**config.mk**
```make
export PLATFORM = sky130hd
export DESIGN_NAME = vga_sync_gen
export DESIGN_NICKNAME = d
export VERILOG_FILES = /design/src/rtl/vga_sync_gen.sv
export SDC_FILE = /design/constraint.sdc
export NUM_CORES = 1
export LEC_CHECK = 0
export BUFFER_PORTS_ARGS = -buffer_cell sky130_fd_sc_hd__buf_2
export CAP_MARGIN = 30
export CORE_MARGIN = 3
export CORE_UTILIZATION = 45
export DETAILED_ROUTE_END_ITERATION = 10
export PLACE_DENSITY_LB_ADDON = 0.25
export SETUP_SLACK_MARGIN = 0.3
export SYNTH_ARGS = -nofsm -noshare
export SYNTH_HDL_FRONTEND = slang
export SYNTH_SLANG_ARGS = --single-unit
```
**constraint.sdc**
```tcl
create_clock -name clk_100m -period 6.5 [get_ports clk_100m]
set_input_delay 0 -clock clk_100m [delete_from_list [all_inputs] [get_ports clk_100m]]
set_output_delay 0 -clock clk_100m [all_outputs]
set_load 0.005 [all_outputs]
```
**src/rtl/vga_sync_gen.sv**
```systemverilog
// rtl/vga_sync_gen.sv - VGA sync/timing generator in the 100 MHz domain using a divide-by-DIV pixel strobe
module vga_sync_gen #(
  parameter int DIV      = 4,
  parameter int H_ACTIVE = 640,
  parameter int H_FP     = 16,
  parameter int H_SYNC   = 96,
  parameter int H_BP     = 48,
  parameter int V_ACTIVE = 480,
  parameter int V_FP     = 10,
  parameter int V_SYNC   = 2,
  parameter int V_BP     = 33,
  parameter bit SYNC_POL = 1'b0
) (
  input  logic       clk_100m,
  input  logic       btn_rst,
  input  logic       en,
  output logic       pix_stb,
  output logic       hsync,
  output logic       vsync,
  output logic       de,
  output logic [9:0] x,
  output logic [9:0] y,
  output logic       line_start,
  output logic       frame_start
);

  localparam int H_TOTAL = H_ACTIVE + H_FP + H_SYNC + H_BP;
  localparam int V_TOTAL = V_ACTIVE + V_FP + V_SYNC + V_BP;
  localparam logic [3:0] DIV_LAST = 4'(DIV - 1);
  localparam logic [9:0] X_LAST   = 10'(H_TOTAL - 1);
  localparam logic [9:0] Y_LAST   = 10'(V_TOTAL - 1);
  localparam int HS_BEGIN = H_ACTIVE + H_FP;
  localparam int HS_END   = H_ACTIVE + H_FP + H_SYNC;
  localparam int VS_BEGIN = V_ACTIVE + V_FP;
  localparam int VS_END   = V_ACTIVE + V_FP + V_SYNC;

  logic [3:0] div_cnt;
  logic       advance;
  logic [9:0] x_nxt;
  logic [9:0] y_nxt;
  int         xi;
  int         yi;

  assign advance = en && (div_cnt == DIV_LAST);

  // Decode is taken from the coordinate being entered, so outputs line up with the new x/y.
  always_comb begin
    x_nxt = x;
    y_nxt = y;
    if (x == X_LAST) begin
      x_nxt = '0;
      y_nxt = (y == Y_LAST) ? 10'd0 : y + 10'd1;
    end else begin
      x_nxt = x + 10'd1;
    end
    xi = int'(x_nxt);
    yi = int'(y_nxt);
  end

  always_ff @(posedge clk_100m or posedge btn_rst) begin
    if (btn_rst) begin
      div_cnt     <= '0;
      x           <= X_LAST;
      y           <= Y_LAST;
      hsync       <= !SYNC_POL;
      vsync       <= !SYNC_POL;
      de          <= 1'b0;
      pix_stb     <= 1'b0;
      line_start  <= 1'b0;
      frame_start <= 1'b0;
    end else begin
      pix_stb     <= advance;
      line_start  <= 1'b0;
      frame_start <= 1'b0;
      if (en) begin
        div_cnt <= advance ? 4'd0 : div_cnt + 4'd1;
      end
      if (advance) begin
        x           <= x_nxt;
        y           <= y_nxt;
        hsync       <= ((xi >= HS_BEGIN) && (xi < HS_END)) ? SYNC_POL : !SYNC_POL;
        vsync       <= ((yi >= VS_BEGIN) && (yi < VS_END)) ? SYNC_POL : !SYNC_POL;
        de          <= (xi < H_ACTIVE) && (yi < V_ACTIVE);
        line_start  <= (x_nxt == 10'd0);
        frame_start <= (x_nxt == 10'd0) && (y_nxt == 10'd0);
      end
    end
  end

endmodule

```
==> Word-level counts from Yosys, hierarchy flattened <==
Cells that the tools add are included.
{ "classes": {"muxes": 8, "order_cmp": 6, "n_reduce_logical": 7, "eq_ne": 3, "add_sub_neg": 3} }
{ "ops": {"columns": ["operator", "count"], "rows": [
  ["$mux 10", 3],
  ["$add 10x1->10 const B", 2],
  ["$eq 10x10->1 const B", 2],
  ["$logic_not 10->1", 2],
  ["$lt 10x10->1 const B", 2],
  ["$lt 10x9->1 const B", 2],
  ["$ge 10x10->1 const B", 1],
  ["$ge 10x9->1 const B", 1],
  ["$logic_and 1x1->1", 5],
  ["$add 4x1->4 const B", 1],
  ["$eq 4x2->1 const B", 1],
  ["$mux 1", 4],
  ["$mux 4", 1]
]} }
{ "word_totals": {"word_cells": 36, "ff_bits": 30, "output_inout_bits": 26, "in_bits": 3} }

==> Depth between registers and ports, before layout <==
{ "logic_depth": {"ltp_word": 6, "depth_mapped": 9, "depth_no_buf": 8} }

==> Worst setup path after synthesis <==
No wires, ideal clock.
{ "synth_path": {"path_type": "reg-to-reg", "from": "register x[0]", "to": "register frame_start", "period_less_slack_ps": 2284, "arrival_time_ps": 2173, "n_path_buf": 1, "path_slack_ps": 4216, "setup_time_ps": 111, "stages_incl_launch_ff": 9, "t_required_ps": 6389, "path_cell_list": "dfstp_2 ha_1 and4_2 buf_2 nand2_1 a21oi_1 o22ai_1 or4_4 a2111oi_2"} }
{ "synth_via": {"elab_chain_len": 5, "elab_cells_between_ends": 8, "classes_between": "1 x add/sub; 1 x eq/ne; 3 x mux; 3 x reduce/logical"} }
{ "synth_lines": {"columns": ["element", "line_no", "source"], "rows": [
  ["start: declaration", "21", "output logic [9:0] x,"],
  ["start signal: assignment", "79", "x <= x_nxt;"],
  ["$add 10x1->10 or $eq 10x10->1 (tied branches)", "54, 50", null],
  ["$mux 10", "50", "if (x == X_LAST) begin"],
  ["$logic_not 10->1", "85", "frame_start <= (x_nxt == 10'd0) && (y_nxt == 10'd0);"],
  ["$logic_and 1x1->1 (*)", "85", null],
  ["$mux 1 (*)", "78", "if (advance) begin"],
  ["end signal: assignment", "85", null],
  ["end: declaration", "24", "output logic frame_start"]
]} }
Mark *: on every way between the ends. The rest lies on a longest branch, timed or not.
A chain may end at the register's enable or synchronous reset.

==> Worst setup path after layout <==
{ "layout_path": {"from": "register div_cnt[0]", "to": "register frame_start"} }
{ "layout_via": {"elab_chain_len": 3} }
{ "layout_lines": {"columns": ["element", "line_no", "source"], "rows": [
  ["start: declaration", "37", "logic [3:0] div_cnt;"],
  ["start signal: assignment", "76", "div_cnt <= advance ? 4'd0 : div_cnt + 4'd1;"],
  ["$eq 4x2->1", "44", "assign advance = en && (div_cnt == DIV_LAST);"],
  ["$logic_and 1x1->1", "44", null],
  ["$mux 1", "78", null]
]} }
Every way passes these cells.

==> impl_metrics.ini <==
[setup_path]
crit_family = simple AND/OR/NAND/NOR gates
worst_setup_path_end_kind = register
reg2reg_from = div_cnt[0]
cp_slowest_stage_delay_ns = 0.59
cp.required_ns = 6.66
worstPathCellList = ha_1 -> nand2_1 -> or3_1 -> inv_1 -> o311ai_1 -> or4_4 -> a2111oi_2
slowest_stage = or4_4
worstPathMaxFanout = 16
path_class = register to register
critPathLaunch = div_cnt[0]
cp_num_buf_inv = 1
cp.arrival_ns = 2.88
cp-start-kind = register

[global_routing]
grt_max_degree = 31
grt_overflow = 0
antenna_found_initial = 0
grt_pass1_wl_um = 7640
grt_usage_pct = 18.5
first_global_vias = 1561

[drt]
drt-initial-drc-count = 183
route.detailed.drc = 0
first_pass_iters = 4
vias_per_cell = 5.71
vias = 1695
routed_wl_um = 4450
wl_per_cell_um = 15.0
ant_nets = 0

[synth]
synthCells = 226
ys_warn_count = 0
synth.top_cell.area_share_pct = 22.6
synth_area_leaders = dfrtp_1 (23%), dfstp_2 (16%), nand2_1 (6.8%), xnor2_1 (4.8%), xor2_1 (3.5%)
ys_seq_area_share_pct = 38.5
syn_avg_cell_area_um2 = 8.81
synth_area_um2 = 1990
synth_seq_cells = 30
synth-edff-count = 0
syn_nets = 234
yosysUniqueCellTypes = 55
synth_top_cells_by_count = nand2_1 (36), dfrtp_1 (18), nor2_1 (13)
yosysMostFrequentCell = nand2_1
async_flop_share_pct = 100
yosysTopAreaCell = dfrtp_1
synth_ff_type = dfrtp_1

[outcome]
status = finished clean

[power]
p_leak_nw = 0.929
peakVddDrop_mv = 0.120
power.density_nw_per_um2 = 223
total_power_mw = 0.489

[place]
dp_cells = 287
hpwl_um = 3190
place.gp.congestion = 0.861
portBuffers = 28

[floorplanning]
core_um2 = 4140
ios = 29
die_w_um = 72.5
start_util_pct = 48.0
placementRows = 23
dieArea_um2 = 5260
die_h_um = 72.5

[sta]
fin_tns_setup_ns = 0
fmax_ghz = 0.367
fin_worst_skew_ns = 0.0107
min_period_ns = 2.72
max_slew.worst_pin.slew_ns = 0.502
min_period_over_period_pct = 41.9
rsz0062_at_grt = false
finalSetupViolCount = 0
hold_viol_final = 0
slew_viol_final = 0
slew_headroom_pct = 66.3

[clock_network]
htreeDepth = 2
clock_latency_ns = 0.28
clkTransAtPathRegs_ns = 0.07
cts_tree = yes
cts.sinks = 30
clk_path_buf_depth = 2
hold_buffers = 2
cts_resized = 0
post_cts_buffers = 0
cts_buffers = 5
root_buffer = clkbuf_8

[hold_path]
hold_path_class = primary input to async pin

[final_layout]
multi_input_area_um2 = 1080
final_layout_size_suffix_gt1_share_pct = 22.3
area_delta_synth_final_pct = 10.1
finalNonFillerCells = 297
nets = 254
antenna_cells = 0
seqCellArea_um2 = 766
num-fill-cells = 404

[flow_run]
max-cap-violations = 0
-- state kept, by name, indices dropped and copies added, names as in the netlist --
signal	count
de	1
div_cnt	4
frame_start	1
hsync	1
line_start	1
pix_stb	1
vsync	1
x	10
y	10
-- layout by cell type, fill, tap and decap left out, types with 2 or more instances in the layout --
| master | instances |
|---|---|
| dlygate4sd3_1 | 2 |
| ha_1 | 5 |
| a21oi_1 | 6 |
| nand4_1 | 5 |
| clkbuf_8 | 5 |
| o31ai_1 | 6 |
| inv_1 | 9 |
| nor2_1 | 13 |
| dfstp_2 | 12 |
| nand3b_1 | 2 |
| clkbuf_1 | 3 |
| and3_1 | 2 |
| a31oi_1 | 3 |
| and2_1 | 2 |
| nor3_1 | 7 |
| xnor2_1 | 11 |
| xor2_1 | 8 |
| o22ai_1 | 4 |
| o21ai_0 | 12 |
| nand3_1 | 9 |
| or3_1 | 3 |
| buf_2 | 28 |
| nand2_1 | 36 |
| and4_1 | 2 |
| nand3_2 | 2 |
| dfrtp_1 | 18 |
| nor4_1 | 3 |
| o2111ai_1 | 3 |
-- power by group --
group	total (mW)	internal (mW)	switching, mW
Combinational	0.0916	0.0441	0.0475
Sequential	0.256	0.221	0.0351
Clock	0.141	0.0759	0.0656
Total	0.489	0.341	0.148
-- cell type report --
class                           count  area share, %
Tap cell                           50           2.85
Clock buffer                        8           3.65
Sequential cell                    30           34.9
Multi-Input combinational cell    169           49.4
Inverter                            9           1.54
Timing Repair Buffer               31           7.65
-- worst register-to-register path, stage by stage (launching register included) --
cell and delay (ns):
dfrtp_1 0.39, ha_1 0.16, nand2_1 0.07, or3_1 0.50
inv_1 0.44, o311ai_1 0.25, or4_4 0.59, a2111oi_2 0.22
-- worst paths after layout --
path	to	slack, ns	depth (start not counted)
max in group asynchronous	x[9]	5.85	4
max reg2reg	frame_start	3.78	7
min in group clk_100m	x[9]	0.47	2
max	frame_start	3.78	7
min reg2reg	x[9]	0.47	2
min	y[1]	0.32	4
-- metrics by stage --
stage                     utilization (%)  hold slack (ns)  cell area [µm²]  setup slack, ns
after floorplan                         -           0.0819             1990             4.22
after global placement               50.5           0.0914             2090             3.94
after detailed placement             50.5           0.0955             2090             3.79
after CTS                            52.9            0.334             2190             3.77
after global routing                 52.9            0.394             2190             3.52
final                                52.9            0.323             2190             3.78
-- cell families after synthesis --
| kind of cell | synth area share, % |
|---|---|
| compound gates | 16.8 |
| xor+xnor | 8.36 |
| fa+ha+maj | 3.14 |
| buf+inv | 7.16 |
| flops | 38.5 |
| mux | 1.07 |
| simple gates | 25.0 |
-- per-layer routing --
layer	share of wire, %	wire, µm	track usage, %
met2	44	1960	26.7
met3	5.0	224	3.46
met5	0	0	0
met4	1.3	57	6.15
met1	50	2210	27.6
Power figures use the tool's default switching activity.
